File: src/rtl/gs_wb_arbiter_if.sv
// gs_wb_arbiter_if: request and writeback bus of the writeback arbiter.
// Source i occupies slice i of req_rd / req_data (0 = ALU, 1 = load, 2 = mul/div).
// The slave modport is the arbiter; the master modport is its environment
// (the execute-stage producers plus the register-file port).
interface gs_wb_arbiter_if #(
   parameter int SRC_WIDTH = 32,
   parameter int RD_WIDTH  = 5
);
   logic [2:0]                 req_valid;
   logic [2:0]                 req_ready;
   logic [2:0][RD_WIDTH-1:0]   req_rd;
   logic [2:0][SRC_WIDTH-1:0]  req_data;
   logic                       wb_valid;
   logic                       wb_ready;
   logic [1:0]                 wb_sel;
   logic [RD_WIDTH-1:0]        wb_rd;
   logic [SRC_WIDTH-1:0]       wb_data;

   modport slave (
      input  req_valid, req_rd, req_data, wb_ready,
      output req_ready, wb_valid, wb_sel, wb_rd, wb_data
   );

   modport master (
      output req_valid, req_rd, req_data, wb_ready,
      input  req_ready, wb_valid, wb_sel, wb_rd, wb_data
   );
endinterface

File: src/rtl/gs_wb_arbiter.sv
// gs_wb_arbiter: round-robin arbiter for the single register-file write port.
// Three writeback sources (0 = ALU, 1 = load, 2 = mul/div) compete each cycle;
// the winner is accepted whenever the single output register can load, and the
// winning select/destination/data appear on wb_* one cycle later.
// A winner with rd == 0 is accepted and consumes its turn but raises no write.
// Build option: define GS_WB_FIXED_PRIO_EN for fixed priority 0 > 1 > 2
// (the rotating pointer is removed and tied to 0).

// Checker: structural invariants of the arbiter outputs.
module gs_wb_arbiter_chk (
   input logic       clk,
   input logic       rst,
   input logic [2:0] req_ready,
   input logic [1:0] wb_sel
);
   // At most one source is ever accepted in a cycle.
   a_ready_onehot: assert property (@(posedge clk) disable iff (rst) $onehot0(req_ready));
   // The unused mux encoding is never selected.
   a_sel_legal: assert property (@(posedge clk) disable iff (rst) (wb_sel != 2'b11));
endmodule

module gs_wb_arbiter #(
   parameter int SRC_WIDTH = 32,
   parameter int RD_WIDTH  = 5
) (
   input logic            clk,
   input logic            rst,
   gs_wb_arbiter_if.slave bus
);

   // Rotating scan: first valid source starting at ptr, then ptr+1, ptr+2 (mod 3).
   function automatic logic [2:0] rr_pick(input logic [2:0] valid, input logic [1:0] ptr);
      logic [2:0] grant;
      grant = 3'b000;
      case (ptr)
         2'd1: begin
            if (valid[1])      grant = 3'b010;
            else if (valid[2]) grant = 3'b100;
            else if (valid[0]) grant = 3'b001;
            else               grant = 3'b000;
         end
         2'd2: begin
            if (valid[2])      grant = 3'b100;
            else if (valid[0]) grant = 3'b001;
            else if (valid[1]) grant = 3'b010;
            else               grant = 3'b000;
         end
         default: begin
            if (valid[0])      grant = 3'b001;
            else if (valid[1]) grant = 3'b010;
            else if (valid[2]) grant = 3'b100;
            else               grant = 3'b000;
         end
      endcase
      return grant;
   endfunction

   // One-hot grant to mux-select encoding (2'b00 / 2'b01 / 2'b10).
   function automatic logic [1:0] grant_index(input logic [2:0] grant);
      logic [1:0] idx;
      case (grant)
         3'b010:  idx = 2'd1;
         3'b100:  idx = 2'd2;
         default: idx = 2'd0;
      endcase
      return idx;
   endfunction

   // Pointer after a transfer: the source following the winner gets top priority.
   function automatic logic [1:0] next_ptr(input logic [1:0] idx);
      logic [1:0] nxt;
      case (idx)
         2'd0:    nxt = 2'd1;
         2'd1:    nxt = 2'd2;
         default: nxt = 2'd0;
      endcase
      return nxt;
   endfunction

   logic [1:0]           ptr_s;
   logic [2:0]           win_s;
   logic [1:0]           win_idx_s;
   logic                 load_s;
   logic [2:0]           req_ready_s;
   logic                 xfer_s;
   logic [RD_WIDTH-1:0]  win_rd_s;
   logic [SRC_WIDTH-1:0] win_data_s;

   logic                 wb_valid_r;
   logic [1:0]           wb_sel_r;
   logic [RD_WIDTH-1:0]  wb_rd_r;
   logic [SRC_WIDTH-1:0] wb_data_r;

`ifdef GS_WB_FIXED_PRIO_EN
   // Fixed priority: the scan always starts at source 0.
   assign ptr_s = 2'd0;
`else
   logic [1:0] ptr_r;

   // Priority pointer: moves past the winner on every accepted request.
   always_ff @(posedge clk or posedge rst) begin
      if (rst) begin
         ptr_r <= 2'd0;
      end else if (xfer_s) begin
         ptr_r <= next_ptr(win_idx_s);
      end else begin
         ptr_r <= ptr_r;
      end
   end

   assign ptr_s = ptr_r;
`endif

   // Same-cycle arbitration and acceptance; nothing is accepted while in reset.
   always_comb begin
      win_s       = rr_pick(bus.req_valid, ptr_s);
      win_idx_s   = grant_index(win_s);
      load_s      = !wb_valid_r || bus.wb_ready;
      req_ready_s = 3'b000;
      if (load_s && !rst) begin
         req_ready_s = win_s;
      end else begin
         req_ready_s = 3'b000;
      end
      xfer_s = |req_ready_s;
   end

   // Winner's destination and data, steered by the grant index.
   always_comb begin
      win_rd_s   = {RD_WIDTH{1'b0}};
      win_data_s = {SRC_WIDTH{1'b0}};
      case (win_idx_s)
         2'd1: begin
            win_rd_s   = bus.req_rd[1];
            win_data_s = bus.req_data[1];
         end
         2'd2: begin
            win_rd_s   = bus.req_rd[2];
            win_data_s = bus.req_data[2];
         end
         default: begin
            win_rd_s   = bus.req_rd[0];
            win_data_s = bus.req_data[0];
         end
      endcase
   end

   // Output register: load on transfer, drop valid on an idle load, hold on stall.
   always_ff @(posedge clk or posedge rst) begin
      if (rst) begin
         wb_valid_r <= 1'b0;
         wb_sel_r   <= 2'b00;
         wb_rd_r    <= {RD_WIDTH{1'b0}};
         wb_data_r  <= {SRC_WIDTH{1'b0}};
      end else if (xfer_s) begin
         wb_valid_r <= (win_rd_s != {RD_WIDTH{1'b0}});
         wb_sel_r   <= win_idx_s;
         wb_rd_r    <= win_rd_s;
         wb_data_r  <= win_data_s;
      end else if (load_s) begin
         wb_valid_r <= 1'b0;
      end else begin
         wb_valid_r <= wb_valid_r;
      end
   end

   assign bus.req_ready = req_ready_s;
   assign bus.wb_valid  = wb_valid_r;
   assign bus.wb_sel    = wb_sel_r;
   assign bus.wb_rd     = wb_rd_r;
   assign bus.wb_data   = wb_data_r;

   gs_wb_arbiter_chk u_chk (
      .clk       (clk),
      .rst       (rst),
      .req_ready (req_ready_s),
      .wb_sel    (wb_sel_r)
   );

endmodule

File: src/flat_wrapper.sv
// flat-port wrapper written by rule: the top's interface ports become plain ports
module gs_wb_arbiter_flat 
#(
   parameter int SRC_WIDTH = 32,
   parameter int RD_WIDTH  = 5
)
  (clk, rst, bus_req_valid, bus_req_rd, bus_req_data, bus_wb_ready, bus_req_ready, bus_wb_valid, bus_wb_sel, bus_wb_rd, bus_wb_data);
  gs_wb_arbiter_if #(.SRC_WIDTH(SRC_WIDTH), .RD_WIDTH(RD_WIDTH)) bus_i ();
  input logic clk;
  input logic rst;
  input wire logic [$bits(bus_i.req_valid)-1:0] bus_req_valid;
  input wire logic [$bits(bus_i.req_rd)-1:0] bus_req_rd;
  input wire logic [$bits(bus_i.req_data)-1:0] bus_req_data;
  input wire logic [$bits(bus_i.wb_ready)-1:0] bus_wb_ready;
  output wire logic [$bits(bus_i.req_ready)-1:0] bus_req_ready;
  output wire logic [$bits(bus_i.wb_valid)-1:0] bus_wb_valid;
  output wire logic [$bits(bus_i.wb_sel)-1:0] bus_wb_sel;
  output wire logic [$bits(bus_i.wb_rd)-1:0] bus_wb_rd;
  output wire logic [$bits(bus_i.wb_data)-1:0] bus_wb_data;
  assign bus_i.req_valid = bus_req_valid;
  assign bus_i.req_rd = bus_req_rd;
  assign bus_i.req_data = bus_req_data;
  assign bus_i.wb_ready = bus_wb_ready;
  assign bus_req_ready = bus_i.req_ready;
  assign bus_wb_valid = bus_i.wb_valid;
  assign bus_wb_sel = bus_i.wb_sel;
  assign bus_wb_rd = bus_i.wb_rd;
  assign bus_wb_data = bus_i.wb_data;
  gs_wb_arbiter #(.SRC_WIDTH(SRC_WIDTH), .RD_WIDTH(RD_WIDTH)) u_core (.clk(clk), .rst(rst), .bus(bus_i));
endmodule
File: config.mk
export PLATFORM = sky130hd
export DESIGN_NAME = gs_wb_arbiter_flat
export DESIGN_NICKNAME = d
export VERILOG_FILES = /design/src/rtl/gs_wb_arbiter_if.sv /design/src/rtl/gs_wb_arbiter.sv /design/src/flat_wrapper.sv
export SDC_FILE = /design/constraint.sdc
export NUM_CORES = 1
export LEC_CHECK = 0
export ABC_AREA = 1
export CAP_MARGIN = 5
export CORE_UTILIZATION = 36
export CTS_CLUSTER_SIZE = 24
export DETAILED_ROUTE_END_ITERATION = 6
export GPL_ROUTABILITY_DRIVEN = 0
export PLACE_DENSITY = 0.81
export SYNTH_ARGS = -nofsm -noshare
export SYNTH_HDL_FRONTEND = slang
export SYNTH_SLANG_ARGS = --single-unit
File: constraint.sdc
create_clock -name clk -period 2.9 [get_ports clk]
set_input_delay 0.58 -clock clk [delete_from_list [all_inputs] [get_ports clk]]
set_output_delay 0.58 -clock clk [all_outputs]
set_load 0.005 [all_outputs]
==> results.ini <==
[pwr]
leakage_nw = 1.841
peakVddDrop_v = 0.0006065
powerDensity_mw_per_mm2 = 911.3

[route]
wire_per_inst_microns = 14.07
drc_errors = 0
ant_nets = 0
drt-initial-drc-count = 119
dr.pass1.iters = 4
drt-total-wl_microns = 7642
num_vias = 2730
vias_per_cell = 5.028

[die]
start_util_pct = 37.42
die_x_microns = 83.24
die_area_sq_mm = 0.006929
die_y_microns = 83.24
ios = 160
coreArea_sq_mm = 0.006350
rows = 29

[cells_and_area]
utilization_pct = 64.18
diodes = 0
area_growth_pct = 71.51
fill_cells = 566
drive_gt1_share_pct = 6.223
final_cells = 543
nets = 585

[synth]
synth_cell_types = 25
ys.flop_type = dfrtp_1
synth_edf_count = 0
yosysWarnings = 0
synthTopCellsByArea = dfrtp_1 (44%), nand2_1 (19%), nor2_1 (4.3%), a21oi_1 (4.0%), a31oi_1 (3.9%)
syn_area_sq_mm = 0.002376
yosysTopAreaCell = dfrtp_1
seq_area_frac_synth_pct = 44.23
ys_ff_latch = 42
syn_nets = 430
synth_cells = 311
yosysTopAreaCellShare_pct = 44.23
async_reset_ff_share_pct = 100.0
avgSynthCellArea_sq_um = 7.640

[clock_network]
cts_tree = done
cts_max_level = 2
cts.sinks = 42
clkTransAtPathRegs_ns = 0.08
cts_made_buffers = 5
cts_buffer_depth = 2
postCtsSetupBuffers = 0
root_buffer = clkbuf_8
clock_latency_ns = 0.29

[grt]
overflow = 0
grt_first_pass_wirelength_microns = 12790
antenna_found_initial = 0
grt_max_degree = 43
grtUsageTotal_pct = 23.13
first_global_vias = 2756

[setup_path]
worstPathMaxFanout = 4
cp-start-kind = flip-flop
required_ns = 2.32
critPathArrivalTime_ns = 2.15
cp-end-kind = output port
reg2reg_from = u_core.ptr_r[0]
path_class = reg -> out
worstSetupStartpoint = u_core.ptr_r[0]

[run_status]
status = complete, no violations

[timing]
hold_viol = 0
clock_skew_ns = 0.005741
fmax_mhz = 366.3
tns_ns = 0
period_share_pct = 94.15
slew_headroom_pct = 59.45
setup_viol = 0
tightest_slew_ns = 0.6082
rsz0062_at_grt = false
finalMaxSlewViolations = 0
min_period_ns = 2.730

[placement]
placed_cells = 536
io_buffers = 159
dp_hpwl_microns = 5783

[min_path]
worstHoldStart = u_core.bus.wb_sel[1]
min_path_type = reg -> reg

[flow_run]
cap_violations = 0

## per-stage QoR
step	setup slack [ns]	power (mW)	instance area [sq um]	hold WS [ns]
floorplan	0.2029	2.391	2376	0.4654
CTS	0.1308	3.753	4073	0.4776
global placement	0.2056	3.313	3994	0.4531
global route	0.03971	4.045	4075	0.5113
finish	0.1697	3.714	4075	0.4795
detailed placement	0.1309	3.384	3994	0.4572
## kinds of logic (layout without fill, tap and decap cells)
| logic type | count (synthesis) | in the layout | synth area share (%) |
|---|---|---|---|
| simple gates | 167 | 167 | 28.91 |
| compound gates | 63 | 63 | 17.32 |
| flops | 42 | 42 | 44.23 |
| buf+inv | 37 | 192 | 8.478 |
| fa+ha+maj | 2 | 2 | 1.053 |
## state kept, by name, summed over array words and instances (netlist names)
signal               count
u_core.ptr_r             2
u_core.bus.wb_sel        2
u_core.bus.wb_data      32
u_core.bus.wb_valid      1
u_core.bus.wb_rd         5
## area by class of cell
class                      count  area, sq um  area share [%]
timing repair buffer         164         1644           40.34
multi-input combinational    232         1124           27.57
sequential                    42         1051           25.79
tap                           77        96.34           2.364
inverter                      21        81.33           1.996
clock buffer                   5        68.82           1.689
clock inverter                 2        10.01          0.2456
## per-layer routing
layer	wire length (microns)	share of wire, %	track usage [%]	up-vias
li1	-	-	-	1331
met3	601	7.9	6.064	16
met4	149	1.9	7.524	0
met5	0	0	0	-
met1	2978	39	26.01	1260
met2	3911	51	42.25	123
## worst max-delay path: stages, from the launching register on
cell,delay (ns)
dfrtp_1,0.36
inv_1,0.06
ha_1,0.31
inv_1,0.12
nand2_1,0.12
a21oi_4,0.21
nand2_1,0.13
inv_1,0.07
clkdlybuf4s50_1,0.49
## cells in the final DEF (no fill, tap or decap)
| cell | Yosys | final |
|---|---|---|
| nand3_4 | 1 | 1 |
| ha_1 | 2 | 2 |
| clkdlybuf4s50_1 | 0 | 158 |
| buf_12 | 0 | 1 |
| inv_1 | 14 | 13 |
| a22oi_1 | 7 | 7 |
| o21ai_1 | 1 | 1 |
| a31oi_1 | 15 | 15 |
| nand2_4 | 1 | 1 |
| a21oi_1 | 19 | 19 |
| nand2_2 | 5 | 5 |
| dfrtp_1 | 42 | 42 |
| dlymetal6s2s_1 | 0 | 1 |
| nand2_1 | 118 | 118 |
| nand3_1 | 12 | 12 |
| inv_4 | 1 | 1 |
| nor2_1 | 27 | 27 |
| nand4_1 | 2 | 2 |
| clkbuf_8 | 0 | 5 |
| o21ai_0 | 7 | 7 |
| clkinv_2 | 0 | 2 |
| inv_2 | 6 | 7 |
| buf_4 | 4 | 4 |
| nand3_2 | 1 | 1 |
| a21oi_4 | 1 | 1 |
| a22o_1 | 7 | 7 |
| a41oi_1 | 6 | 6 |
## repair_timing
item,CTS,global route
endpoints found under the setup margin,0,1
hold buffers,0,0
resized for setup,0,1
## cells in the mapped netlist, types with 2 or more instances
| library cell | n |
|---|---|
| nand3_1 | 12 |
| a41oi_1 | 6 |
| buf_4 | 4 |
| nor2_1 | 27 |
| buf_2 | 6 |
| nand2_2 | 5 |
| nand2_1 | 118 |
| nand4_1 | 2 |
| a22oi_1 | 7 |
| inv_1 | 14 |
| ha_1 | 2 |
| a21oi_1 | 19 |
| a31oi_1 | 15 |
| a22o_1 | 7 |
| buf_6 | 5 |
| inv_2 | 6 |
| dfrtp_1 | 42 |
| o21ai_0 | 7 |
## report_power, final
group	total [mW]	internal, mW	switching (mW)	leakage, nW
clock	0.359	0.162	0.197	0.0438
sequential	1.03	0.887	0.145	0.493
combinational	2.32	1.11	1.21	1.30
total	3.71	2.16	1.55	1.84
## final timing paths
| path | end | slack, ns | cells after the start |
|---|---|---|---|
| max | bus_req_ready[1] | 0.17 | 8 |
| min | u_core.bus.wb_sel[1] | 0.48 | 2 |
| max reg2reg | u_core.bus.wb_data[5] | 0.61 | 12 |
| min reg2reg | u_core.bus.wb_sel[1] | 0.48 | 2 |
| max in group asynchronous | u_core.bus.wb_data[28] | 1.79 | 3 |
| min in group asynchronous | u_core.bus.wb_valid | 0.75 | 3 |
Power figures use the tool's default switching activity.
